$ cat config.mk
export PLATFORM = sky130hd
export DESIGN_NAME = rx_data_controller
export DESIGN_NICKNAME = d
export VERILOG_FILES = /design/src/rtl/aurora_pkg.sv /design/src/rtl/rx_data_controller_sat_counter.sv /design/src/rtl/rx_data_controller.sv
export SDC_FILE = /design/constraint.sdc
export NUM_CORES = 1
export LEC_CHECK = 0
export CORE_ASPECT_RATIO = 0.6
export CORE_UTILIZATION = 45
export CTS_CLUSTER_SIZE = 16
export DETAILED_ROUTE_END_ITERATION = 8
export PLACE_DENSITY = 0.72
export SETUP_SLACK_MARGIN = 0.15
export SKIP_CTS_REPAIR_TIMING = 1
export SLEW_MARGIN = 25
export SYNTH_ARGS = -nofsm -noshare
export SYNTH_HDL_FRONTEND = slang
export SYNTH_HIERARCHICAL = 1
export SYNTH_SLANG_ARGS = --single-unit
export TNS_END_PERCENT = 20
$ cat constraint.sdc
create_clock -name clk -period 4.1 [get_ports clk]
set_clock_uncertainty 0.15 [all_clocks]
set_input_delay 1.025 -clock clk [delete_from_list [all_inputs] [get_ports clk]]
set_output_delay 1.025 -clock clk [all_outputs]
set_load 0.005 [all_outputs]
$ cat src/rtl/aurora_pkg.sv
// Shared Aurora lane definitions: AXI data width and the ordered-set codes
// produced by the lane decoder.
package aurora_pkg;
   localparam int AXI_DATA_SIZE = 32;

   typedef enum logic [1:0] {
      NONE = 2'd0,
      SCP  = 2'd1,
      ECP  = 2'd2,
      I    = 2'd3
   } ordered_sets_e;
endpackage

$ cat src/rtl/rx_data_controller_sat_counter.sv
// Saturating up-counter: increments on i_inc and holds once it reaches all-ones.
module sat_counter #(
   parameter int CNT_W = 16
) (
   input  logic             clk,
   input  logic             rst_n,
   input  logic             i_inc,
   output logic [CNT_W-1:0] o_cnt
);
   logic [CNT_W-1:0] r_cnt;

   // Count up until all-ones, then stick there
   always_ff @(posedge clk or negedge rst_n) begin
      if (!rst_n)                      r_cnt <= '0;
      else if (i_inc && (r_cnt != '1)) r_cnt <= r_cnt + CNT_W'(1);
   end

   assign o_cnt = r_cnt;
endmodule

$ cat src/rtl/rx_data_controller.sv
// Aurora receive framing controller. Strips SCP/ECP/I framing and rebuilds an
// AXI4-Stream frame. Because the last word is only known once ECP arrives,
// one data word is always held back until the next NONE or ECP decides its tlast.
module rx_data_controller
   import aurora_pkg::*;
#(
   parameter int DATA_W = AXI_DATA_SIZE,
   parameter int CNT_W  = 16
) (
   input  logic              clk,
   input  logic              rst_n,
   input  logic              lane_up,
   input  ordered_sets_e     rx_ordered_sets,
   input  logic [DATA_W-1:0] rx_data,
   output logic              m_axi_valid,
   output logic              m_axi_last,
   output logic [DATA_W-1:0] m_axi_data,
   output logic              frame_err,
   output logic [CNT_W-1:0]  frame_cnt,
   output logic [CNT_W-1:0]  err_cnt
);
   typedef enum logic {IDLE, FRAME} state_e;

   state_e            r_state, w_state_nxt;
   logic [DATA_W-1:0] r_hold_data;
   logic              r_hold_valid;
   logic              r_valid, r_last, r_err;
   logic [DATA_W-1:0] r_data;
   logic [CNT_W-1:0]  r_frame_cnt;

   logic w_hold_ld, w_hold_clr, w_emit, w_last, w_err, w_frame_inc;

   // State register
   always_ff @(posedge clk or negedge rst_n) begin
      if (!rst_n) r_state <= IDLE;
      else        r_state <= w_state_nxt;
   end

   // Next-state and per-cycle actions; lane loss overrides ordered-set decode
   always_comb begin
      w_state_nxt = r_state;
      w_hold_ld   = 1'b0;
      w_hold_clr  = 1'b0;
      w_emit      = 1'b0;
      w_last      = 1'b0;
      w_err       = 1'b0;
      w_frame_inc = 1'b0;
      case (r_state)
         IDLE: begin
            if (lane_up) begin
               case (rx_ordered_sets)
                  SCP: begin
                     w_state_nxt = FRAME;
                     w_hold_clr  = 1'b1;
                  end
                  ECP:     w_err = 1'b1;
                  default: ;
               endcase
            end
         end
         FRAME: begin
            if (!lane_up) begin
               // Held word is dropped, never emitted
               w_err       = 1'b1;
               w_hold_clr  = 1'b1;
               w_state_nxt = IDLE;
            end else begin
               case (rx_ordered_sets)
                  NONE: begin
                     w_emit    = r_hold_valid;
                     w_hold_ld = 1'b1;
                  end
                  ECP: begin
                     if (r_hold_valid) begin
                        w_emit      = 1'b1;
                        w_last      = 1'b1;
                        w_frame_inc = 1'b1;
                     end else begin
                        w_err = 1'b1;
                     end
                     w_hold_clr  = 1'b1;
                     w_state_nxt = IDLE;
                  end
                  SCP: begin
                     // Missing ECP: close old frame without counting it, start anew
                     w_emit     = r_hold_valid;
                     w_last     = 1'b1;
                     w_err      = 1'b1;
                     w_hold_clr = 1'b1;
                  end
                  default: ;
               endcase
            end
         end
         default: w_state_nxt = IDLE;
      endcase
   end

   // Hold-back register
   always_ff @(posedge clk or negedge rst_n) begin
      if (!rst_n) begin
         r_hold_data  <= '0;
         r_hold_valid <= 1'b0;
      end else if (w_hold_ld) begin
         r_hold_data  <= rx_data;
         r_hold_valid <= 1'b1;
      end else if (w_hold_clr) begin
         r_hold_data  <= '0;
         r_hold_valid <= 1'b0;
      end
   end

   // Registered AXI beat and error pulse, zero when idle
   always_ff @(posedge clk or negedge rst_n) begin
      if (!rst_n) begin
         r_valid <= 1'b0;
         r_last  <= 1'b0;
         r_data  <= '0;
         r_err   <= 1'b0;
      end else begin
         r_valid <= w_emit;
         r_last  <= w_emit & w_last;
         r_data  <= w_emit ? r_hold_data : '0;
         r_err   <= w_err;
      end
   end

   // Good-frame counter, wraps
   always_ff @(posedge clk or negedge rst_n) begin
      if (!rst_n)           r_frame_cnt <= '0;
      else if (w_frame_inc) r_frame_cnt <= r_frame_cnt + CNT_W'(1);
   end

   sat_counter #(.CNT_W(CNT_W)) u_err_cnt (
      .clk   (clk),
      .rst_n (rst_n),
      .i_inc (w_err),
      .o_cnt (err_cnt)
   );

   assign m_axi_valid = r_valid;
   assign m_axi_last  = r_last;
   assign m_axi_data  = r_data;
   assign frame_err   = r_err;
   assign frame_cnt   = r_frame_cnt;
endmodule
==> metrics, run 1 <==
most instantiated cells after synthesis dfrtp_1, and2_1, a22o_1; Syn Inst Count 298; static leakage 0.00252 uW; relative slew slack 57.0%; grt ovf 0; Layout Cells excl Fill 522; most numerous cell in the Yosys netlist dfrtp_1; Max Clk Rate 0.304 GHz; DRT iter0 DRCs 145; setup_tns 0 ns; Final setup viols 0; Yosys cell types 41; number of synthesized flops with an enable pin 0; Row Count 26; overall power 2230 uW; Final Hold Viols 0; Diodes inserted 0; Worst setup EP type register; ys async rst share 100%; final setup margin 0.806 ns; Syn Nets 341; WL final 8630 um; syn_area_per_cell 13.5 sq um; CP arrival 3.37 ns; FF+latch count, synth 101; DR pass1 iterations 4; CTS tree yes; Max-cap violations 0; initial antenna violation count 0; Max Buffers Root-to-Sink 2; fin. max-slew vios 0; largest net degree at the start of global routing 53; DIE AREA 9310 sq um; Area Overhead vs Synth 37.0%; clock tree sinks 101; Initial Utilization 46.7%; port bufs 103; startpoint type of the worst setup path primary input; CP Max Fanout 6; Pwr per Cell Area 406 nW/um^2; Remaining DRCs 0; worst hold path type register to register; Final Cycle Share 80.3%; vias per cell 5.31; mean routed wirelength per cell 16.5 um; post-synth design cell area 4010 sq um; I/O pins 104; Ys Warns 6; Total GRT Usage 19.8%; Final Util 64.0%; Routability Congestion 0.865; unrepaired setup endpoints after global routing no; share of the synthesized area in the top cell type 63.0%; crit path kind primary input to register; share of cells above drive strength 1 9.27%; Clock transition at path regs 0.06 ns; post-DP HPWL 5920 um; Slew @ Worst Pin 0.645 ns; Max rail drop VDD 0.304 mV; Fillers 670; die width 124 um; H-Tree Depth 3; worst path required time 4.17 ns; clock latency on the worst-skew pair 0.34 ns; dpl ws 0.492 ns; CTS Buf Count 9; top cells by area, synth dfrtp_1, a22o_1, and2_1; Core Region 8590 sq um; Seq/Total Area, Yosys 63.0%; cell taking the most area after synthesis dfrtp_1; # nets final 449; Die H 75.2 um; global-route wire length before repair 13700 um; dpl cells 507; number of global-route vias before repair 2697; clk root buf clkbuf_16; Main synth FF type dfrtp_1; Via Count 2771; status complete, no violations; Final Critical Period 3.29 ns; Final ANT Viol Nets 0
==> placed cells by master (no fill, tap or decap), drive strengths merged, types with 2 or more instances in the layout <==
master and n:
a21oi 5, a22o 32, a31oi 3, and2 33, and3 5, and4 3, and4b 2, buf 6
bufinv 2, clkbuf 10, clkdlybuf4s50 102, clkinv 2, dfrtp 101, ha 6, inv 6, mux2 2
nand2 12, nand3 16, nand4 13, nor2 6, nor3 5, nor4 2, o21a 5, o21ai 2
o32ai 2, xnor2 16, xor2 6
==> power by group <==
group	switching, uW	total (uW)	internal (uW)
Sequential	66.3	1110	1040
Clock	357	907	550
Combinational	96.4	221	124
==> through the flow <==
stage               hold WS, ns  area, sq um
finish                    0.324         5500
global route              0.351         5500
CTS                       0.324         5500
detailed placement        0.317         5180
global placement          0.309         5180
floorplan                 0.304         4010
==> worst max-delay path, stage by stage <==
cell and delay (ns):
clkdlybuf4s50_1 0.50, inv_1 0.07, ha_1 0.39, inv_1 0.08
o21ai_0 0.15, a32o_1 0.34, and3_1 0.30, and4_2 0.28
o211ai_1 0.10, o21a_1 0.12
==> sequential cells by signal (all words and copies together), names as in the netlist <==
name and cells:
frame_cnt 16, u_err_cnt/o_cnt 16, r_hold_valid 1, r_state 1, m_axi_last 1, frame_err 1, m_axi_valid 1, m_axi_data 32
r_hold_data 32
==> cell type report <==
| cell class | instances | area, sq um | area share (%) |
|---|---|---|---|
| sequential | 101 | 2530 | 46.0 |
| multi-input combinational | 181 | 1430 | 25.9 |
| timing repair buffer | 108 | 1070 | 19.4 |
| clock buffer | 10 | 239 | 4.34 |
| tap | 112 | 140 | 2.55 |
| clock inverter | 5 | 82.6 | 1.50 |
| inverter | 5 | 18.8 | 0.341 |
==> path summary, 6_finish.rpt <==
path	start	end	slack (ns)	cells past startpoint
max in group asynchronous	rst_n	r_hold_data[21]	2.42	2
hold reg to reg	frame_cnt[15]	frame_cnt[15]	0.32	1
min in group asynchronous	rst_n	m_axi_data[26]	0.56	1
hold / removal	frame_cnt[15]	frame_cnt[15]	0.32	1
setup reg to reg	r_state	u_err_cnt/o_cnt[7]	1.95	6
setup / recovery	rx_ordered_sets[0]	u_err_cnt/o_cnt[5]	0.81	10
==> routing by layer <==
layer | vias to the layer above | GRT usage [%] | part of all wire, %
li1 | 1289 | - | -
met4 | 0 | 5.95 | 1.1
met5 | - | 0 | 0
met1 | 1386 | 28.8 | 48
met2 | 86 | 29.1 | 44
met3 | 10 | 5.53 | 6.6
==> logic make-up (layout without fill, tap and decap cells) <==
family | Yosys count | after routing | share of synthesized area, %
buf+inv | 16 | 128 | 1.93
mux | 2 | 2 | 0.561
fa+ha+maj | 6 | 6 | 1.87
simple gates | 97 | 97 | 16.6
compound gates | 54 | 54 | 11.3
flops | 101 | 101 | 63.0
xor+xnor | 22 | 22 | 4.80
No activity file was read; power rests on OpenSTA's default activity.
==> run 2: changes to the inputs <==
Settings changed: CORE_UTILIZATION 45 to 44, PLACE_DENSITY 0.72 to 0.73.
Clock period 4.1 ns to 2.83 ns, I/O delays scaled along.
==> metrics, run 2 (same netlist as run 1, synthesis figures left out) <==
fin. max-slew vios 0; post-DP HPWL 5670 um; Pwr per Cell Area 554 nW/um^2; DIE AREA 9520 sq um; CTS tree yes; Core Region 8690 sq um; CP arrival 2.46 ns; Total GRT Usage 19.6%; clk root buf clkbuf_16; I/O pins 104; GR Util met3 6.95%; Max rail drop VDD 0.370 mV; Clock transition at path regs 0.07 ns; relative slew slack 66.0%; clock tree sinks 101; commonest non-fill, non-tap cells in the layout dfrtp_1, clkdlybuf4s50_1, and2_1; CP max-delay cell nor4_4; DRT iter0 DRCs 183; DR pass1 iterations 7; CP Max Fanout 5; grt ovf 0; # nets final 462; Max Buffers Root-to-Sink 2; H-Tree Depth 3; busiest grt layer met1; Via Count 2798; setup_tns 0 ns; commonest non-fill, non-tap cell in the layout dfrtp_1; Final Hold Viols 0; initial antenna violation count 0; die width 125 um; share of cells above drive strength 1 13.2%; CP Cell Sequence dlymetal6s2s_1 -> inv_2 -> ha_4 -> inv_1 -> o21ai_1 -> a32o_2 -> nand4_1 -> nor4_4 -> and4b_1 -> a21oi_1; Register Area 2530 sq um; Final ANT Viol Nets 0; CP max stage delay 0.38 ns; WL final 8530 um; Final Critical Period 2.40 ns; Final setup viols 0; area of the multi-input gates 1430 sq um; Final Util 64.5%; static leakage 0.00259 uW; Die H 76.0 um; Final Cycle Share 84.7%; CTS Buf Count 9; Initial Utilization 46.2%; status finished with violations; Worst setup EP type register; Max-cap violations 0; crit path kind primary input to register; Diodes inserted 0; Slew @ Worst Pin 0.510 ns; unrepaired setup endpoints after global routing no; met1 Use GR 28.8%; port bufs 103; clock latency on the worst-skew pair 0.34 ns; met2 Use GR 26.8%; Area Overhead vs Synth 39.5%; vias per cell 5.22; mean routed wirelength per cell 15.9 um; Routability Congestion 0.842; number of global-route vias before repair 2814; worst path required time 2.90 ns; worst hold path type primary input to async pin; largest net degree at the start of global routing 102; Remaining DRCs 10; Fillers 642; global-route wire length before repair 14300 um; startpoint type of the worst setup path primary input; Row Count 26; failing checks design-rule violations; Max Clk Rate 0.417 GHz
## run 2: cell types whose count changed in the layout (fill, tap and decap cells not counted), moves of 2 or more
cell / before / now
inv_2: 0 / 2
buf_4: 6 / 17
bufinv_16: 2 / 0
buf_12: 0 / 2
clkdlybuf4s50_1: 102 / 100
dlymetal6s2s_1: 0 / 2
inv_1: 5 / 3
clkinv_4: 1 / 3
## run 2: worst paths after layout
check | startpoint | endpoint | slack (ns) | depth (start not counted)
min in group clk | frame_cnt[15] | frame_cnt[15] | 0.32 | 1
hold / removal | rst_n | frame_cnt[14] | 0.27 | 2
setup / recovery | rx_ordered_sets[1] | u_err_cnt/o_cnt[15] | 0.43 | 10
setup reg to reg | r_state | u_err_cnt/o_cnt[15] | 0.77 | 6
hold reg to reg | frame_cnt[15] | frame_cnt[15] | 0.32 | 1
max in group asynchronous | rst_n | r_hold_data[10] | 1.88 | 2
## run 2: final cells by class
class / count / share of cell area [%]
repair buffers: 121 / 21.3
multi-input cells: 181 / 25.6
clock inverters: 6 / 0.849
clock buffers: 10 / 4.27
well taps: 112 / 2.50
flip-flops and latches: 101 / 45.1
inverters: 5 / 0.335
## run 2: routing by layer
layer	wire length, um	share of wire [%]	vias to the layer above
met5	0	0	-
met4	44	0.52	0
met3	595	7.0	4
met2	3700	43	99
met1	4190	49	1378
li1	-	-	1317
## run 2: per-stage QoR
stage	hold WS [ns]	total power, uW	instances	area [sq um]	setup WS (ns)
5_1_grt	0.295	3250	536	5600	0.356
3_5_place_dp	0.317	1960	517	5270	-0.368
6_report	0.267	3100	536	5600	0.433
2_1_floorplan	0.262	1730	298	4010	0.327
3_3_place_gp	0.311	1960	517	5270	-0.188
4_1_cts	0.285	3140	533	5560	0.00879
## run 2: worst max-delay path: cells and delay by family
kind | cells | cell delay, ns
simple gates | 3 | 0.81
compound gates | 3 | 0.44
fa+ha+maj | 1 | 0.27
buf+inv | 3 | 0.25
## run 2: report_power, final
part,total (uW),switching (uW),internal (uW)
Sequential,1600,89.6,1510
Combinational,348,147,202
Clock,1160,533,626
Total,3100,770,2330
